### config.mk
export PLATFORM = sky130hd
export DESIGN_NAME = uwire_arbiter
export DESIGN_NICKNAME = d
export VERILOG_FILES = /design/src/rtl/uwire_pkg.sv /design/src/rtl/uwire_rr_arbiter.sv /design/src/rtl/uwire_arbiter.sv
export SDC_FILE = /design/constraint.sdc
export NUM_CORES = 1
export LEC_CHECK = 0
export BUFFER_PORTS_ARGS = -buffer_cell sky130_fd_sc_hd__buf_2
export CAP_MARGIN = 15
export CORE_MARGIN = 4
export CORE_UTILIZATION = 50
export CTS_CLUSTER_DIAMETER = 120
export DETAILED_ROUTE_END_ITERATION = 8
export PLACE_DENSITY = 0.88
export SETUP_SLACK_MARGIN = 0.05
export SKIP_CTS_REPAIR_TIMING = 1
export SLEW_MARGIN = 15
export SYNTH_ARGS = -nofsm -noshare
export SYNTH_HDL_FRONTEND = slang
export SYNTH_SLANG_ARGS = --single-unit
### constraint.sdc
create_clock -name clk -period 5.4 [get_ports clk]
set_clock_uncertainty 0.2 [all_clocks]
set_input_delay 0.27 -clock clk [delete_from_list [all_inputs] [get_ports clk]]
set_output_delay 0.27 -clock clk [all_outputs]
set_load 0.02 [all_outputs]
### src/rtl/uwire_pkg.sv
// Shared definitions for the uWire arbiter: serializer word type and sequencer state encoding.
package uwire_pkg;

    localparam int UWIRE_WORD_W = 32;

    typedef logic [UWIRE_WORD_W-1:0] uwire_word_t;

    typedef enum logic [2:0] {
        ST_IDLE,
        ST_ISSUE,
        ST_WAIT_LOW,
        ST_WAIT_HIGH,
        ST_DONE
    } uwire_state_t;

endpackage

### src/rtl/uwire_rr_arbiter.sv
// Combinational round-robin picker: first asserted request at or above rr_ptr, wrapping around.
module uwire_rr_arbiter
    import uwire_pkg::*;
#(
    parameter int NUM_REQ = 4,
    parameter int GW      = 2
) (
    input  logic [NUM_REQ-1:0] req,
    input  logic [GW-1:0]      rr_ptr,
    output logic               valid,
    output logic [GW-1:0]      winner
);

    function automatic logic [GW-1:0] wrap_idx(input logic [GW-1:0] base, input int off);
        int s;
        s = int'(base) + off;
        if (s >= NUM_REQ) begin
            s = s - NUM_REQ;
        end
        return GW'(s);
    endfunction

    // Scan from the farthest offset down so the nearest request to rr_ptr wins.
    always_comb begin
        valid  = 1'b0;
        winner = '0;
        for (int k = NUM_REQ - 1; k >= 0; k--) begin
            if (req[wrap_idx(rr_ptr, k)]) begin
                valid  = 1'b1;
                winner = wrap_idx(rr_ptr, k);
            end
        end
    end

endmodule

### src/rtl/uwire_arbiter.sv
// Shares one uWire serializer between NUM_REQ requesters, sending each granted frame MSW first.
// Optional serializer timeout with err pulses is built when UWIRE_ARB_TIMEOUT_EN is defined.
module uwire_arbiter
    import uwire_pkg::*;
#(
    parameter int NUM_REQ        = 4,
    parameter int NUM_WORDS      = 2,
    parameter int TIMEOUT_CYCLES = 1024,
    localparam int GW            = (NUM_REQ > 1) ? $clog2(NUM_REQ) : 1
) (
    input  logic                                               clk,
    input  logic                                               rst_n,
    input  logic [NUM_REQ-1:0]                                 req,
    input  logic [NUM_REQ-1:0][NUM_WORDS-1:0][UWIRE_WORD_W-1:0] d,
    output logic [NUM_REQ-1:0]                                 ack,
    output logic [NUM_REQ-1:0]                                 err,
    output logic                                               busy,
    output logic [GW-1:0]                                      grant_id,
    input  logic                                               tx_ready,
    output logic                                               tx_start,
    output logic [UWIRE_WORD_W-1:0]                            tx_q
);

    localparam int WLW = $clog2(NUM_WORDS + 1);
    localparam int WIW = (NUM_WORDS > 1) ? $clog2(NUM_WORDS) : 1;

    typedef uwire_word_t [NUM_WORDS-1:0] frame_t;

    uwire_state_t       state_reg, state_next;
    frame_t             frame_reg, frame_next;
    logic [WLW-1:0]     words_left_reg, words_left_next;
    logic [GW-1:0]      grant_reg, grant_next;
    logic [GW-1:0]      rr_ptr_reg, rr_ptr_next;
    logic               busy_reg, busy_next;
    logic               tx_start_reg, tx_start_next;
    uwire_word_t        tx_q_reg, tx_q_next;
    logic [NUM_REQ-1:0] ack_reg, ack_next;

    logic               arb_valid;
    logic [GW-1:0]      arb_winner;
    logic [GW-1:0]      ptr_after_grant;
    logic [WIW-1:0]     word_sel;

`ifdef UWIRE_ARB_TIMEOUT_EN
    localparam int TW = $clog2(TIMEOUT_CYCLES + 1);
    logic [TW-1:0]      timer_reg, timer_next;
    logic [NUM_REQ-1:0] err_reg, err_next;
    logic               in_wait;
    assign in_wait = (state_reg == ST_WAIT_LOW) || (state_reg == ST_WAIT_HIGH);
`endif

    uwire_rr_arbiter #(
        .NUM_REQ (NUM_REQ),
        .GW      (GW)
    ) u_rr (
        .req     (req),
        .rr_ptr  (rr_ptr_reg),
        .valid   (arb_valid),
        .winner  (arb_winner)
    );

    assign ptr_after_grant = (grant_reg == GW'(NUM_REQ - 1)) ? '0 : grant_reg + 1'b1;
    assign word_sel        = WIW'(words_left_reg - 1'b1);

    always_comb begin
        state_next      = state_reg;
        frame_next      = frame_reg;
        words_left_next = words_left_reg;
        grant_next      = grant_reg;
        rr_ptr_next     = rr_ptr_reg;
        busy_next       = busy_reg;
        tx_start_next   = 1'b0;
        tx_q_next       = tx_q_reg;
        ack_next        = '0;
`ifdef UWIRE_ARB_TIMEOUT_EN
        err_next        = '0;
        timer_next      = '0;
`endif
        case (state_reg)
            ST_IDLE: begin
                if (arb_valid) begin
                    frame_next      = d[arb_winner];
                    grant_next      = arb_winner;
                    busy_next       = 1'b1;
                    words_left_next = WLW'(NUM_WORDS);
                    state_next      = ST_ISSUE;
                end
            end
            ST_ISSUE: begin
                if (tx_ready) begin
                    tx_start_next   = 1'b1;
                    tx_q_next       = frame_reg[word_sel];
                    words_left_next = words_left_reg - 1'b1;
                    state_next      = ST_WAIT_LOW;
                end
            end
            ST_WAIT_LOW: begin
                // Ready falling is the serializer's acknowledgement that it took the word.
                if (!tx_ready) begin
                    state_next = ST_WAIT_HIGH;
                end
            end
            ST_WAIT_HIGH: begin
                if (tx_ready) begin
                    if (words_left_reg != '0) begin
                        tx_start_next   = 1'b1;
                        tx_q_next       = frame_reg[word_sel];
                        words_left_next = words_left_reg - 1'b1;
                        state_next      = ST_WAIT_LOW;
                    end else begin
                        state_next = ST_DONE;
                    end
                end
            end
            ST_DONE: begin
                ack_next[grant_reg] = 1'b1;
                busy_next           = 1'b0;
                rr_ptr_next         = ptr_after_grant;
                state_next          = ST_IDLE;
            end
            default: begin
                state_next = ST_IDLE;
            end
        endcase
`ifdef UWIRE_ARB_TIMEOUT_EN
        // Counter restarts on every state change; a stall of TIMEOUT_CYCLES abandons the frame.
        if (in_wait && (state_next == state_reg)) begin
            if (timer_reg == TW'(TIMEOUT_CYCLES - 1)) begin
                err_next[grant_reg] = 1'b1;
                busy_next           = 1'b0;
                rr_ptr_next         = ptr_after_grant;
                state_next          = ST_IDLE;
            end else begin
                timer_next = timer_reg + 1'b1;
            end
        end
`endif
    end

    always_ff @(posedge clk) begin
        if (!rst_n) begin
            state_reg      <= ST_IDLE;
            frame_reg      <= '0;
            words_left_reg <= '0;
            grant_reg      <= '0;
            rr_ptr_reg     <= '0;
            busy_reg       <= 1'b0;
            tx_start_reg   <= 1'b0;
            tx_q_reg       <= '0;
            ack_reg        <= '0;
`ifdef UWIRE_ARB_TIMEOUT_EN
            timer_reg      <= '0;
            err_reg        <= '0;
`endif
        end else begin
            state_reg      <= state_next;
            frame_reg      <= frame_next;
            words_left_reg <= words_left_next;
            grant_reg      <= grant_next;
            rr_ptr_reg     <= rr_ptr_next;
            busy_reg       <= busy_next;
            tx_start_reg   <= tx_start_next;
            tx_q_reg       <= tx_q_next;
            ack_reg        <= ack_next;
`ifdef UWIRE_ARB_TIMEOUT_EN
            timer_reg      <= timer_next;
            err_reg        <= err_next;
`endif
        end
    end

    assign ack      = ack_reg;
    assign busy     = busy_reg;
    assign grant_id = grant_reg;
    assign tx_start = tx_start_reg;
    assign tx_q     = tx_q_reg;
`ifdef UWIRE_ARB_TIMEOUT_EN
    assign err      = err_reg;
`else
    assign err      = '0;
`endif

endmodule
==> metrics.md, run 1 <==
| Metric | Value |
|---|---|
| CTS buffer count | 9 |
| Kind of critical path | reg -> reg |
| Register area share after synthesis | 36.6% |
| Max clock buf depth | 2 |
| Final wirelength | 16900 um |
| Tcrit/Tclk final | 50.3% |
| Total GRT Usage | 23.6% |
| Top Usage Layer GRT | met2 |
| GRT overflow | 0 |
| FP Rows | 39 |
| #FFs+latches synth | 111 |
| Met1 usage | 26.8% |
| Die width | 118 um |
| Mapped Area | 6070 sq um |
| Slew Limit Fails | 0 |
| Number of global-route vias before repair | 5804 |
| IO Port Bufs | 302 |
| Fin crit period | 2.71 ns |
| H-tree Lvls | 3 |
| Highest clock rate | 368 MHz |
| Final Non-Filler Cells | 998 |
| Worst-skew pair later-pin latency | 0.34 ns |
| Data arrival time of the worst path | 2.73 ns |
| Core Region | 11700 sq um |
| R2R depth | 6 |
| Root buffer cell | clkbuf_16 |
| Proportion of layout cells with a drive suffix above 1 | 39.9% |
| CP Capture Type | flip-flop |
| Worst Hold Depth | 3 |
| Worst Path Max Fanout | 64 |
| Antenna fix cells | 0 |
| Cells after Synth | 584 |
| Layout area overhead | 25.7% |
| Status | complete, no violations |
| Met2 Track Usage GR | 43.3% |
| Peak VDD IR | 151 uV |
| Ranking of synthesized cells by area | dfxtp_1 (37%), mux2i_1 (27%), o221ai_1 (7.6%) |
| DRC Markers | 0 |
| Vias | 5559 |
| First-pass GRT wire length | 27500 um |
| Worst-Margin Slew | 1.02 ns |
| Setup violations, final | 0 |
| Hold worst-path end | state_reg[2] |
| Critical Path RT | 5.41 ns |
| Final hold slack | 0.00105 ns |
| Iteration-0 DRC Markers | 320 |
| Vias per inst | 5.57 |
| ANT nets after route | 0 |
| Reg2Reg Launch Point | rr_ptr_reg[1] |
| Share of the synthesized area in the top cell type | 36.6% |
| Largest net degree at the start of global routing | 70 |
| Syn avg cell area | 10.4 sq um |
| Initial antenna violation count | 0 |
| GPL Wtd Cong | 0.814 |
| DP Cell Count | 984 |
| Slew Limit Headroom | 32.0% |
| Met3 usage | 5.59% |
| Synth Warn # | 0 |
| Fin nets | 1120 |
| HP Start | tx_ready |
| I/O Pins | 307 |
| Hold Fails Final Rpt | 0 |
| Yosys cell types | 37 |
| Total Power | 2.10 mW |
| Largest area contributor in the netlist | dfxtp_1 |
| Initial Utilization | 52.1% |
| Type of origin of the critical path | flip-flop |
| CTS clk-pin slew, worst paths | 0.07 ns |
| Register-to-register setup slack | 2.69 ns |
| Die area | 14000 sq um |
| Leak Pwr | 3.69 nW |
| Max-cap viol count | 0 |
| Pwr Density | 276 nW/um^2 |
| Setup TNS | 0 ns |
| Drt pass-1 iters | 4 |
| RSZ-0062 raised after global routing | false |
| R2R Path End | frame_reg[1] |
| Clk sinks | 111 |
| Worst min path class | in -> reg |
| Hpwl dp | 12800 um |
| DR WL/cell | 17.0 um |
| Die Y | 118 um |
| CTS tree | built |
| Finished Cell Area | 7630 sq um |
| Placed inst area | 7340 sq um |
| Largest register FFs | 64 |
-- cell usage after synthesis --
| master | number |
|---|---|
| a22o_1 | 1 |
| nand3b_1 | 1 |
| nand3_1 | 2 |
| nor2_1 | 4 |
| nor2b_1 | 6 |
| nand3_2 | 1 |
| clkbuf_8 | 1 |
| a21boi_0 | 2 |
| dfxtp_1 | 111 |
| conb_1 | 1 |
| nand2_1 | 103 |
| a21oi_2 | 1 |
| mux2i_1 | 162 |
| a21oi_1 | 5 |
| nor4_2 | 1 |
| or2b_1 | 1 |
| and2b_2 | 1 |
| o211a_1 | 32 |
| o221ai_1 | 53 |
| buf_4 | 5 |
| a221oi_2 | 1 |
| nor4_1 | 1 |
| inv_1 | 7 |
| o311a_1 | 1 |
| and3_1 | 5 |
| o211ai_1 | 1 |
| ha_1 | 5 |
| clkbuf_1 | 12 |
| buf_6 | 14 |
| nand2b_1 | 1 |
| nor3_1 | 3 |
| buf_2 | 9 |
| buf_8 | 14 |
| o21ai_0 | 1 |
| o221ai_2 | 11 |
| o21a_1 | 2 |
| and2_1 | 2 |
-- how the worst max path moves through the flow --
stage                       from            end  slack (ns)  depth (start not counted)
2_1_floorplan  words_left_reg[0]        tx_q[3]        3.50                          9
3_3_place_gp               rst_n  frame_reg[10]        2.16                          5
3_5_place_dp               rst_n   frame_reg[3]        2.56                          5
4_1_cts            rr_ptr_reg[0]   frame_reg[8]        2.70                          6
5_1_grt            rr_ptr_reg[0]   frame_reg[8]        2.46                          6
6_report           rr_ptr_reg[1]   frame_reg[1]        2.69                          6
-- per-layer routing --
| layer | routed length, um | up-vias |
|---|---|---|
| met5 | 0 | - |
| met4 | 404 | 0 |
| met3 | 1210 | 32 |
| met2 | 8770 | 247 |
| met1 | 6540 | 2581 |
| li1 | - | 2699 |
-- power by group --
group / switching, mW / leakage (nW) / internal, mW
registers: 0.0523 / 0.914 / 0.912
logic: 0.256 / 2.64 / 0.228
clock network: 0.288 / 0.134 / 0.368
-- area by class of cell --
cell class                      count  area [sq um]
Multi-Input combinational cell    414          3350
Fill cell                         944          4030
Inverter                            7          26.3
Clock inverter                      3          45.0
Sequential cell                   111          2220
Timing Repair Buffer              309          1570
Tap cell                          143           179
Clock buffer                       11           243
-- cells by family (layout without fill, tap and decap cells) --
| group | after synthesis | count (layout) | share of synthesized area, % |
|---|---|---|---|
| multiplexers | 162 | 162 | 26.7 |
| AND/OR/NAND/NOR | 132 | 132 | 9.33 |
| AO/OA/AOI/OAI | 111 | 111 | 17.5 |
| flip-flops | 111 | 111 | 36.6 |
| buffers and inverters | 62 | 330 | 8.82 |
| adder cells (fa/ha/maj) | 5 | 5 | 1.03 |
| other | 1 | 4 | 0.0618 |
-- critical path, stage by stage (launching register included) --
cell and delay (ns):
dfxtp_1 0.35, a21oi_1 0.13, o21ai_0 0.14, a21oi_4 0.31
buf_4 0.81, mux2i_1 0.43, o221ai_1 0.15
-- layout by cell type, fill, tap and decap left out, types with 5 or more instances in the layout --
cell	synthesis	routed
buf_2	9	302
mux2i_1	162	162
dfxtp_1	111	110
nand2_1	103	103
o221ai_1	53	53
o211a_1	32	32
o221ai_2	11	11
clkbuf_16	0	9
inv_1	7	7
buf_4	5	6
nor2b_1	6	5
a21oi_1	5	5
ha_1	5	5
-- per-stage QoR --
stage	worst slack (ns)	util [%]
after floorplan	3.50	-
after global placement	2.16	62.8
after detailed placement	2.56	62.9
after CTS	2.70	65.4
after global routing	2.46	65.4
final	2.69	65.4
Power figures use the tool's default switching activity.
==> run 2: changes to the inputs <==
- CORE_UTILIZATION: 50 -> 46
- PLACE_DENSITY: 0.88 -> 0.82
- clock period: 5.4 -> 2.5 ns (I/O delays scaled with it)
==> run 2 against run 1 <==
Compared with the run above:
- the run now fails in 5_1_grt
- area after synthesis stayed put
- synthesized cell count stayed put
==> metrics.md, run 2 <==
| Metric | Value |
|---|---|
| First Err | [ERROR RSZ-0060] Max buffer count reached. |
| Post-synth EDFFs | 0 (unchanged) |
| Status | did not finish |
| Largest area contributor in the netlist | dfxtp_1 |
| Failed at | 5_1_grt |
| Yosys cell types | 37 (unchanged) |
| Hpwl dp | 12400 um (-3.4%) |
| Share of the synthesized area in the top cell type | 36.6% (unchanged) |
| Largest net degree at the start of global routing | 61 |
| Die width | 123 um (+4.0%) |
| #FFs+latches synth | 111 (unchanged) |
| IO Port Bufs | 302 (unchanged) |
| GPL Wtd Cong | 0.811 (-0.38%) |
| Max clock buf depth | 2 (unchanged) |
| Mapped Area | 6070 sq um (unchanged) |
| CTS buffer count | 9 (unchanged) |
| Die Y | 123 um (+4.0%) |
| Register area share after synthesis | 36.6% (unchanged) |
| I/O Pins | 307 (unchanged) |
| FP Rows | 41 (+5.1%) |
| Synth Warn # | 0 (unchanged) |
| Count leader, synth | mux2i_1 |
| Initial Utilization | 47.5% (-4.5 points) |
| Post-synth top cells | mux2i_1 (162), dfxtp_1 (111), nand2_1 (103) |
| Root buffer cell | clkbuf_16 |
| Syn avg cell area | 10.4 sq um (unchanged) |
| Clk sinks | 111 (unchanged) |
| Async set-reset flop share out of synthesis | 0% (unchanged) |
| Ranking of synthesized cells by area | dfxtp_1 (37%), mux2i_1 (27%), o221ai_1 (7.6%) |
| Cells after Synth | 584 (unchanged) |
| H-tree Lvls | 3 (unchanged) |
| Ys flop type | dfxtp_1 |
run 2: cell counts after synthesis:
Identical to the previous run, type by type.
run 2: logic make-up after synthesis:
kind of cell | count (synthesis) | share of synthesized area, %
flip-flops | 111 | 36.6
buffers and inverters | 62 | 8.82
adder cells (fa/ha/maj) | 5 | 1.03
multiplexers | 162 | 26.7
AO/OA/AOI/OAI | 111 | 17.5
other | 1 | 0.0618
AND/OR/NAND/NOR | 132 | 9.33
run 2: metrics by stage:
stage	worst slack (ns)	util, %	instance area [sq um]	cells	hold slack, ns
after floorplan	0.603	-	6080	587	0.0438
after detailed placement	0.428	58.8	7510	1021	0.197
after CTS	0.415	61.4	7840	1037	-0.183
after global placement	0.455	58.8	7510	1021	0.193
==> run 3: changes to the inputs <==
- CORE_UTILIZATION: 46 -> 35
- CTS_CLUSTER_DIAMETER: 120 -> unset
- PLACE_DENSITY: 0.82 -> unset
- PLACE_DENSITY_LB_ADDON: unset -> 0.15
- SETUP_SLACK_MARGIN: 0.05 -> unset
==> run 3 against run 2 <==
Compared with the run above:
- area after synthesis unchanged
- synthesized cell count unchanged
- the flow again stops in 5_1_grt
==> metrics.md, run 3 <==
| Metric | Value |
|---|---|
| CTS buffer count | 9 (unchanged) |
| Die Y | 140 um (+14%) |
| Syn avg cell area | 10.4 sq um (unchanged) |
| Failed at | 5_1_grt |
| Cells after Synth | 584 (unchanged) |
| GPL Wtd Cong | 0.779 (-3.9%) |
| Ys flop type | dfxtp_1 |
| Yosys cell types | 37 (unchanged) |
| Post-synth EDFFs | 0 (unchanged) |
| Combinational family with the most area after synthesis | multiplexers |
| IO Port Bufs | 302 (unchanged) |
| Largest area contributor in the netlist | dfxtp_1 |
| Clk sinks | 111 (unchanged) |
| Synth Warn # | 0 (unchanged) |
| Ranking of synthesized cells by area | dfxtp_1 (37%), mux2i_1 (27%), o221ai_1 (7.6%) |
| DP Cell Count | 1065 (+4.3%) |
| XOR/XNOR share of the synthesized area | 0% (unchanged) |
| Hpwl dp | 13100 um (+6.2%) |
| Initial Utilization | 36.1% (-11 points) |
| I/O Pins | 307 (unchanged) |
| FP Rows | 47 (+15%) |
| Multiplexer share of the synthesized area | 26.7% (unchanged) |
| Status | did not finish |
| Root buffer cell | clkbuf_16 |
| Max clock buf depth | 2 (unchanged) |
| H-tree Lvls | 3 (unchanged) |
| Largest net degree at the start of global routing | 70 |
| First Err | [ERROR RSZ-0060] Max buffer count reached. |
| Die width | 140 um (+14%) |
| Async set-reset flop share out of synthesis | 0% (unchanged) |
| Post-synth top cells | mux2i_1 (162), dfxtp_1 (111), nand2_1 (103) |
| Post-synthesis compound-gate area fraction | 17.5% (unchanged) |
| Mapped Area | 6070 sq um (unchanged) |
| Simple-gate share of the synthesized area | 9.33% (unchanged) |
| Count leader, synth | mux2i_1 |
| #FFs+latches synth | 111 (unchanged) |
| Register area share after synthesis | 36.6% (unchanged) |
| Share of the synthesized area in the top cell type | 36.6% (unchanged) |
| Adder-Cell Fraction of Synth Area | 1.03% (unchanged) |
[run 3: cell counts after synthesis]
Identical to the previous run, type by type.
[run 3: logic make-up after synthesis]
family                   count (synthesis)
buffers and inverters                   62
AND/OR/NAND/NOR                        132
adder cells (fa/ha/maj)                  5
flip-flops                             111
other                                    1
multiplexers                           162
AO/OA/AOI/OAI                          111
[run 3: stage by stage]
step                worst slack [ns]  util (%)  cell area, sq um  hold WS (ns)
floorplan                      0.603         -              6080        0.0438
global placement               0.460      44.7              7520         0.200
detailed placement             0.384      44.7              7520         0.200
CTS                            0.377      46.6              7840        -0.176
